`config.mk`:
```
export PLATFORM = sky130hd
export DESIGN_NAME = id_branch_resolve_predict_flat
export DESIGN_NICKNAME = d
export VERILOG_FILES = /design/src/rtl/id_branch_resolve_predict_if.sv /design/src/rtl/id_branch_resolve_predict.sv /design/src/flat_wrapper.sv
export SDC_FILE = /design/constraint.sdc
export NUM_CORES = 1
export LEC_CHECK = 0
export CAP_MARGIN = 20
export CORE_MARGIN = 4
export CORE_UTILIZATION = 40
export CTS_CLUSTER_DIAMETER = 80
export DETAILED_ROUTE_END_ITERATION = 7
export PLACE_DENSITY_LB_ADDON = 0.2
export SETUP_SLACK_MARGIN = 0.4
export SLEW_MARGIN = 20
export SYNTH_ARGS = -nofsm -noshare
export SYNTH_HDL_FRONTEND = slang
export SYNTH_SLANG_ARGS = --single-unit
```
`constraint.sdc`:
```
create_clock -name i_clk -period 5.9 [get_ports i_clk]
set_input_delay 1.18 -clock i_clk [delete_from_list [all_inputs] [get_ports i_clk]]
set_output_delay 1.18 -clock i_clk [all_outputs]
set_load 0.005 [all_outputs]
```
`src/rtl/id_branch_resolve_predict_if.sv`:
```
// id_branch_resolve_predict_if: ID-stage branch bus between decode/forwarding and the resolve/predict unit
interface id_branch_resolve_predict_if #(
  parameter int DATA_W = 32,
  parameter int PC_W   = 32
);
  logic              i_valid;
  logic [2:0]        i_con_bop;
  logic [PC_W-1:0]   i_pc;
  logic              i_pred_taken_id;
  logic [DATA_W-1:0] i_data_rs;
  logic [DATA_W-1:0] i_data_rt;
  logic              i_rs_ready;
  logic              i_rt_ready;
  logic              i_flush;
  logic [PC_W-1:0]   i_pred_pc;
  logic              o_pred_taken;
  logic              o_stall;
  logic              o_resolve_valid;
  logic              o_con_ifbranch;
  logic              o_mispredict;
  modport slave (
    input  i_valid, i_con_bop, i_pc, i_pred_taken_id, i_data_rs, i_data_rt,
           i_rs_ready, i_rt_ready, i_flush, i_pred_pc,
    output o_pred_taken, o_stall, o_resolve_valid, o_con_ifbranch, o_mispredict
  );
  modport master (
    output i_valid, i_con_bop, i_pc, i_pred_taken_id, i_data_rs, i_data_rt,
           i_rs_ready, i_rt_ready, i_flush, i_pred_pc,
    input  o_pred_taken, o_stall, o_resolve_valid, o_con_ifbranch, o_mispredict
  );
endinterface

```
`src/rtl/id_branch_resolve_predict.sv`:
```
// id_branch_resolve_predict: ID branch compare with operand-ready stall, registered resolve and 2-bit BHT
module id_branch_resolve_predict #(
  parameter int DATA_W    = 32,
  parameter int PC_W      = 32,
  parameter int BHT_DEPTH = 64,
  parameter int IDX_LSB   = 2
) (
  input logic i_clk,
  input logic i_rst,
  id_branch_resolve_predict_if.slave bus
);
  localparam int IW = $clog2(BHT_DEPTH);
  typedef enum logic {IDLE, WAIT} state_t;
  state_t         state_q, state_d;
  logic [2:0]     bop_q, bop_d;
  logic [IW-1:0]  pc_idx_q, pc_idx_d;
  logic           pred_q, pred_d;
  logic           rv_q, rv_d, br_q, br_d, mp_q, mp_d;
  logic [1:0]     bht_q [BHT_DEPTH];
  logic [1:0]     cnt, cnt_d;
  logic [2:0]     bop;
  logic [IW-1:0]  idx;
  logic           pred, zr, ready, taken, live, resolve, stall, wait_st;
  logic signed [DATA_W-1:0] rs_s;
  always_comb begin
    wait_st  = state_q == WAIT;
    bop      = wait_st ? bop_q : bus.i_con_bop;
    idx      = wait_st ? pc_idx_q : bus.i_pc[IDX_LSB +: IW];
    pred     = wait_st ? pred_q : bus.i_pred_taken_id;
    rs_s     = $signed(bus.i_data_rs);
    zr       = bop >= 3'b011 && bop <= 3'b110;
    ready    = (bop == 3'b111) | (bus.i_rs_ready & (bus.i_rt_ready | zr));
    case (bop)
      3'b001:  taken = bus.i_data_rs == bus.i_data_rt;
      3'b010:  taken = bus.i_data_rs != bus.i_data_rt;
      3'b011:  taken = rs_s <= 0;
      3'b100:  taken = rs_s > 0;
      3'b101:  taken = rs_s < 0;
      3'b110:  taken = rs_s >= 0;
      3'b111:  taken = 1'b1;
      default: taken = 1'b0;
    endcase
    // WAIT always holds a real branch, so only IDLE needs the valid/op gate
    live     = (wait_st | (bus.i_valid & bus.i_con_bop != 3'b000)) & ~bus.i_flush;
    resolve  = live & ready;
    stall    = live & ~ready;
    state_d  = stall ? WAIT : IDLE;
    bop_d    = (stall & ~wait_st) ? bus.i_con_bop : bop_q;
    pc_idx_d = (stall & ~wait_st) ? bus.i_pc[IDX_LSB +: IW] : pc_idx_q;
    pred_d   = (stall & ~wait_st) ? bus.i_pred_taken_id : pred_q;
    rv_d     = resolve;
    br_d     = resolve ? taken : br_q;
    mp_d     = resolve & (taken ^ pred);
    cnt      = bht_q[idx];
    cnt_d    = taken ? (cnt == 2'b11 ? cnt : cnt + 2'b01) : (cnt == 2'b00 ? cnt : cnt - 2'b01);
  end
  always_ff @(posedge i_clk or posedge i_rst) begin
    if (i_rst) begin
      state_q  <= IDLE;
      bop_q    <= '0;
      pc_idx_q <= '0;
      pred_q   <= 1'b0;
      rv_q     <= 1'b0;
      br_q     <= 1'b0;
      mp_q     <= 1'b0;
      for (int i = 0; i < BHT_DEPTH; i++) bht_q[i] <= 2'b01;
    end else begin
      state_q  <= state_d;
      bop_q    <= bop_d;
      pc_idx_q <= pc_idx_d;
      pred_q   <= pred_d;
      rv_q     <= rv_d;
      br_q     <= br_d;
      mp_q     <= mp_d;
      if (resolve) bht_q[idx] <= cnt_d;
    end
  end
  assign bus.o_pred_taken    = bht_q[bus.i_pred_pc[IDX_LSB +: IW]][1];
  assign bus.o_stall         = stall;
  assign bus.o_resolve_valid = rv_q;
  assign bus.o_con_ifbranch  = br_q;
  assign bus.o_mispredict    = mp_q;
endmodule

```
`src/flat_wrapper.sv`:
```
// flat-port wrapper written by rule: the top's interface ports become plain ports
module id_branch_resolve_predict_flat 
#(
  parameter int DATA_W    = 32,
  parameter int PC_W      = 32,
  parameter int BHT_DEPTH = 64,
  parameter int IDX_LSB   = 2
)
  (i_clk, i_rst, bus_i_valid, bus_i_con_bop, bus_i_pc, bus_i_pred_taken_id, bus_i_data_rs, bus_i_data_rt, bus_i_rs_ready, bus_i_rt_ready, bus_i_flush, bus_i_pred_pc, bus_o_pred_taken, bus_o_stall, bus_o_resolve_valid, bus_o_con_ifbranch, bus_o_mispredict);
  id_branch_resolve_predict_if #(.DATA_W(DATA_W), .PC_W(PC_W)) bus_i ();
  input logic i_clk;
  input logic i_rst;
  input wire logic [$bits(bus_i.i_valid)-1:0] bus_i_valid;
  input wire logic [$bits(bus_i.i_con_bop)-1:0] bus_i_con_bop;
  input wire logic [$bits(bus_i.i_pc)-1:0] bus_i_pc;
  input wire logic [$bits(bus_i.i_pred_taken_id)-1:0] bus_i_pred_taken_id;
  input wire logic [$bits(bus_i.i_data_rs)-1:0] bus_i_data_rs;
  input wire logic [$bits(bus_i.i_data_rt)-1:0] bus_i_data_rt;
  input wire logic [$bits(bus_i.i_rs_ready)-1:0] bus_i_rs_ready;
  input wire logic [$bits(bus_i.i_rt_ready)-1:0] bus_i_rt_ready;
  input wire logic [$bits(bus_i.i_flush)-1:0] bus_i_flush;
  input wire logic [$bits(bus_i.i_pred_pc)-1:0] bus_i_pred_pc;
  output wire logic [$bits(bus_i.o_pred_taken)-1:0] bus_o_pred_taken;
  output wire logic [$bits(bus_i.o_stall)-1:0] bus_o_stall;
  output wire logic [$bits(bus_i.o_resolve_valid)-1:0] bus_o_resolve_valid;
  output wire logic [$bits(bus_i.o_con_ifbranch)-1:0] bus_o_con_ifbranch;
  output wire logic [$bits(bus_i.o_mispredict)-1:0] bus_o_mispredict;
  assign bus_i.i_valid = bus_i_valid;
  assign bus_i.i_con_bop = bus_i_con_bop;
  assign bus_i.i_pc = bus_i_pc;
  assign bus_i.i_pred_taken_id = bus_i_pred_taken_id;
  assign bus_i.i_data_rs = bus_i_data_rs;
  assign bus_i.i_data_rt = bus_i_data_rt;
  assign bus_i.i_rs_ready = bus_i_rs_ready;
  assign bus_i.i_rt_ready = bus_i_rt_ready;
  assign bus_i.i_flush = bus_i_flush;
  assign bus_i.i_pred_pc = bus_i_pred_pc;
  assign bus_o_pred_taken = bus_i.o_pred_taken;
  assign bus_o_stall = bus_i.o_stall;
  assign bus_o_resolve_valid = bus_i.o_resolve_valid;
  assign bus_o_con_ifbranch = bus_i.o_con_ifbranch;
  assign bus_o_mispredict = bus_i.o_mispredict;
  id_branch_resolve_predict #(.DATA_W(DATA_W), .PC_W(PC_W), .BHT_DEPTH(BHT_DEPTH), .IDX_LSB(IDX_LSB)) u_core (.i_clk(i_clk), .i_rst(i_rst), .bus(bus_i));
endmodule
```
==> flow_summary_export.csv <==
group,metric,value,unit
floorplanning,floorplan.initialDensity,0.406,
critical_path,path_max_fanout,16,
final_layout,final_common_cell,"nand2_1",
logic_synthesis,ys_ff_latch,142,
final_layout,area_delta_synth_final,23.9,%
placement,portBuffers,90,
detailed_routing,wl_per_cell,20.2,um
sta,slew_headroom,0.320,
logic_synthesis,synth_area_leaders,"dfrtp_1 25%, dfstp_2 21%, nand2_1 9.5%, mux4_2 6.0%, o21ai_0 5.0%",
floorplanning,ios,143,
detailed_routing,via_per_inst,5.60,
logic_synthesis,synth_simple_gate_area_frac,0.145,
final_layout,diodes,0,
sta,drv_slew,0,
logic_synthesis,synthMuxAreaShare,0.129,
sta,finalSetupViolCount,0,
critical_path,crit_type,"in -> out",
pwr,ir_worst_vdd,0.181,mV
logic_synthesis,synth_nets,971,
outcome,status,"completed",
sta,rsz0062_at_grt,"no",
detailed_routing,num_vias,6735,
floorplanning,row_count,51,
sta,hold_viol,0,
logic_synthesis,netlist_instances,833,
logic_synthesis,synth_compound_area_frac,0.190,
global_route,grt_pass1_vias,6646,
clock_tree,cts.sinks,142,
sta,fin_tns_setup,0,ns
clock_tree,clk_pin_slew,0.06,ns
critical_path,required,4.72,ns
pwr,p_per_area,296,nW/um^2
run,drv_cap,0,
logic_synthesis,synth_top_area_frac,0.248,
min_path,timing.hold.worst.class,"reg -> reg",
detailed_routing,drt-initial-drc-count,612,
final_layout,final_cell_mix,"200 x nand2_1, 90 x clkdlybuf4s50_1, 79 x o21ai_0",
detailed_routing,routed_wirelength,24.3,mm
final_layout,multi_input_area,3970,um^2
logic_synthesis,synthXorXnorAreaFrac,0.0367,
sta,tightestPinTransition,1.02,ns
global_route,grt_max_degree,106,
logic_synthesis,syn_area_per_cell,9.46,um^2
clock_tree,clk_path_buf_depth,2,
clock_tree,cts-root-buf,"clkbuf_16",
clock_tree,htree_levels,4,
sta,fin_crit,5.23,ns
final_layout,nFillCells,1832,
clock_tree,hold_buffers,0,
detailed_routing,drcViolationCount,0,
logic_synthesis,synth_edf_count,0,
clock_tree,cts_made_buffers,17,
floorplanning,die_w,148,um
floorplanning,core,19400,um^2
detailed_routing,dr.pass1.iters,7,
logic_synthesis,synth_area,7880,um^2
clock_tree,post-cts-setup-buffer-count,0,
floorplanning,die_h,148,um
logic_synthesis,ys_seq_area_frac,0.461,
clock_tree,cts_resized,0,
global_route,antenna_found_initial,0,
logic_synthesis,synth-adder-area-share,0.00270,
sta,timing.fmax,191,MHz
critical_path,end_kind,"output pin",
sta,period_share,0.887,
final_layout,regArea,3630,um^2
global_route,grt_pass1_wl,38.3,mm
placement,dp.final_hpwl,17.3,mm
logic_synthesis,ys_types,55,
detailed_routing,ant_nets,0,
sta,hold_slack,0.460,ns
clock_tree,clkLatencyLatePin,0.43,ns
final_layout,layout-drive-gt1-share,0.181,
logic_synthesis,synth_top_family_by_area,"compound AO/OA/AOI/OAI gates",
logic_synthesis,ys_async_sr_fraction,1.00,
critical_path,startpoint_type,"input port",
final_layout,layout.nets,1063,
global_route,track_usage,0.227,
logic_synthesis,ys.flop_type,"dfrtp_1",
logic_synthesis,synth_warnings,0,
sta,finalClockSkew,0.0117,ns
floorplanning,dieArea,22000,um^2
logic_synthesis,synth_top_area_cell,"dfrtp_1",
global_route,grt_overflow,0,
critical_path,cp.arrival,4.05,ns
placement,place_congestion,0.862,
pwr,power_leakage,3.70,nW
clock_tree,cts_tree,"done",
==> worst paths after layout <==
path / end / depth (start not counted) / from / slack [ns]
max: bus_o_pred_taken / 6 / bus_i_pred_pc[2] / 0.67
min: u_core.bht_q[104]$_DFFE_PP1P_ / 2 / u_core.bht_q[104]$_DFFE_PP1P_ / 0.46
max reg2reg: u_core.bht_q[5]$_DFFE_PP0P_ / 9 / u_core.state_q$_DFF_PP0_ / 1.71
min reg2reg: u_core.bht_q[104]$_DFFE_PP1P_ / 2 / u_core.bht_q[104]$_DFFE_PP1P_ / 0.46
max in group asynchronous: u_core.bht_q[50]$_DFFE_PP1P_ / 3 / i_rst / 3.47
min in group asynchronous: u_core.bht_q[31]$_DFFE_PP0P_ / 2 / i_rst / 1.35
==> power breakdown <==
part	switching (mW)	internal [mW]	total, mW
Sequential	0.0816	1.10	1.18
Clock	0.427	0.690	1.12
Combinational	0.344	0.244	0.588
Total	0.853	2.03	2.89
==> synthesized netlist by cell type (3+ instances only) <==
library cell / instances
a22oi_1: 5
mux2i_1: 36
nor4_1: 17
nor3_1: 3
clkbuf_1: 18
o2bb2ai_1: 3
nor2_1: 25
a31oi_1: 17
buf_4: 5
xor2_1: 33
o221ai_1: 3
dfrtp_1: 78
a211oi_1: 4
o22ai_1: 26
a2bb2oi_1: 3
dfstp_2: 64
a22o_1: 4
a221oi_1: 9
nand2b_1: 3
nand2_1: 200
nand4_1: 5
o21ai_0: 79
clkbuf_2: 5
o31a_1: 4
nand3_1: 3
mux4_2: 21
o21ai_1: 52
mux2_2: 15
nor2b_1: 3
inv_1: 13
o2111ai_1: 3
buf_2: 15
a21oi_1: 27
==> final cells by class <==
cell class,count,share of cell area
Multi-Input combinational cell,631,0.407
Sequential cell,142,0.372
Timing Repair Buffer,120,0.118
Clock buffer,20,0.0468
Tap cell,265,0.0340
Clock inverter,12,0.0163
Inverter,13,0.00551
==> worst max-delay path, cell delays in order <==
cell and delay, ns:
clkdlybuf4s50_1 0.46, buf_4 0.34, mux4_2 0.59, mux4_2 0.52, mux4_2 0.50, clkdlybuf4s50_1 0.46
==> state kept, by name, indices dropped and copies added, names as in the netlist <==
signal	flops
u_core.state_q	1
u_core.bus.o_mispredict	1
u_core.pc_idx_q	6
u_core.bus.o_con_ifbranch	1
u_core.bop_q	3
u_core.bus.o_resolve_valid	1
u_core.bht_q	128
u_core.pred_q	1
==> routing by layer <==
| layer | routed length, um | GRT usage |
|---|---|---|
| met4 | 704 | 0.0896 |
| met5 | 0 | 0 |
| met1 | 10600 | 0.312 |
| met2 | 11600 | 0.363 |
| met3 | 1360 | 0.0366 |
==> logic make-up (layout without fill, tap and decap cells) <==
family / after synthesis / after routing
fa+ha+maj: 2 / 2
mux: 73 / 73
buf+inv: 60 / 165
xor+xnor: 33 / 33
flops: 142 / 142
simple gates: 270 / 270
compound gates: 253 / 253
==> stage by stage <==
stage | utilization | setup WS (ns) | total power [mW] | cells | cell area [um^2]
finish | 0.503 | 0.667 | 2.89 | 1203 | 9760
detailed placement | 0.471 | 0.649 | 1.78 | 1171 | 9140
CTS | 0.503 | 0.637 | 2.91 | 1203 | 9760
global placement | 0.471 | 0.635 | 1.77 | 1171 | 9140
floorplan | - | 1.02 | 1.54 | 833 | 7880
global route | 0.503 | 0.580 | 3.02 | 1203 | 9760
No activity file was read; power rests on OpenSTA's default activity.
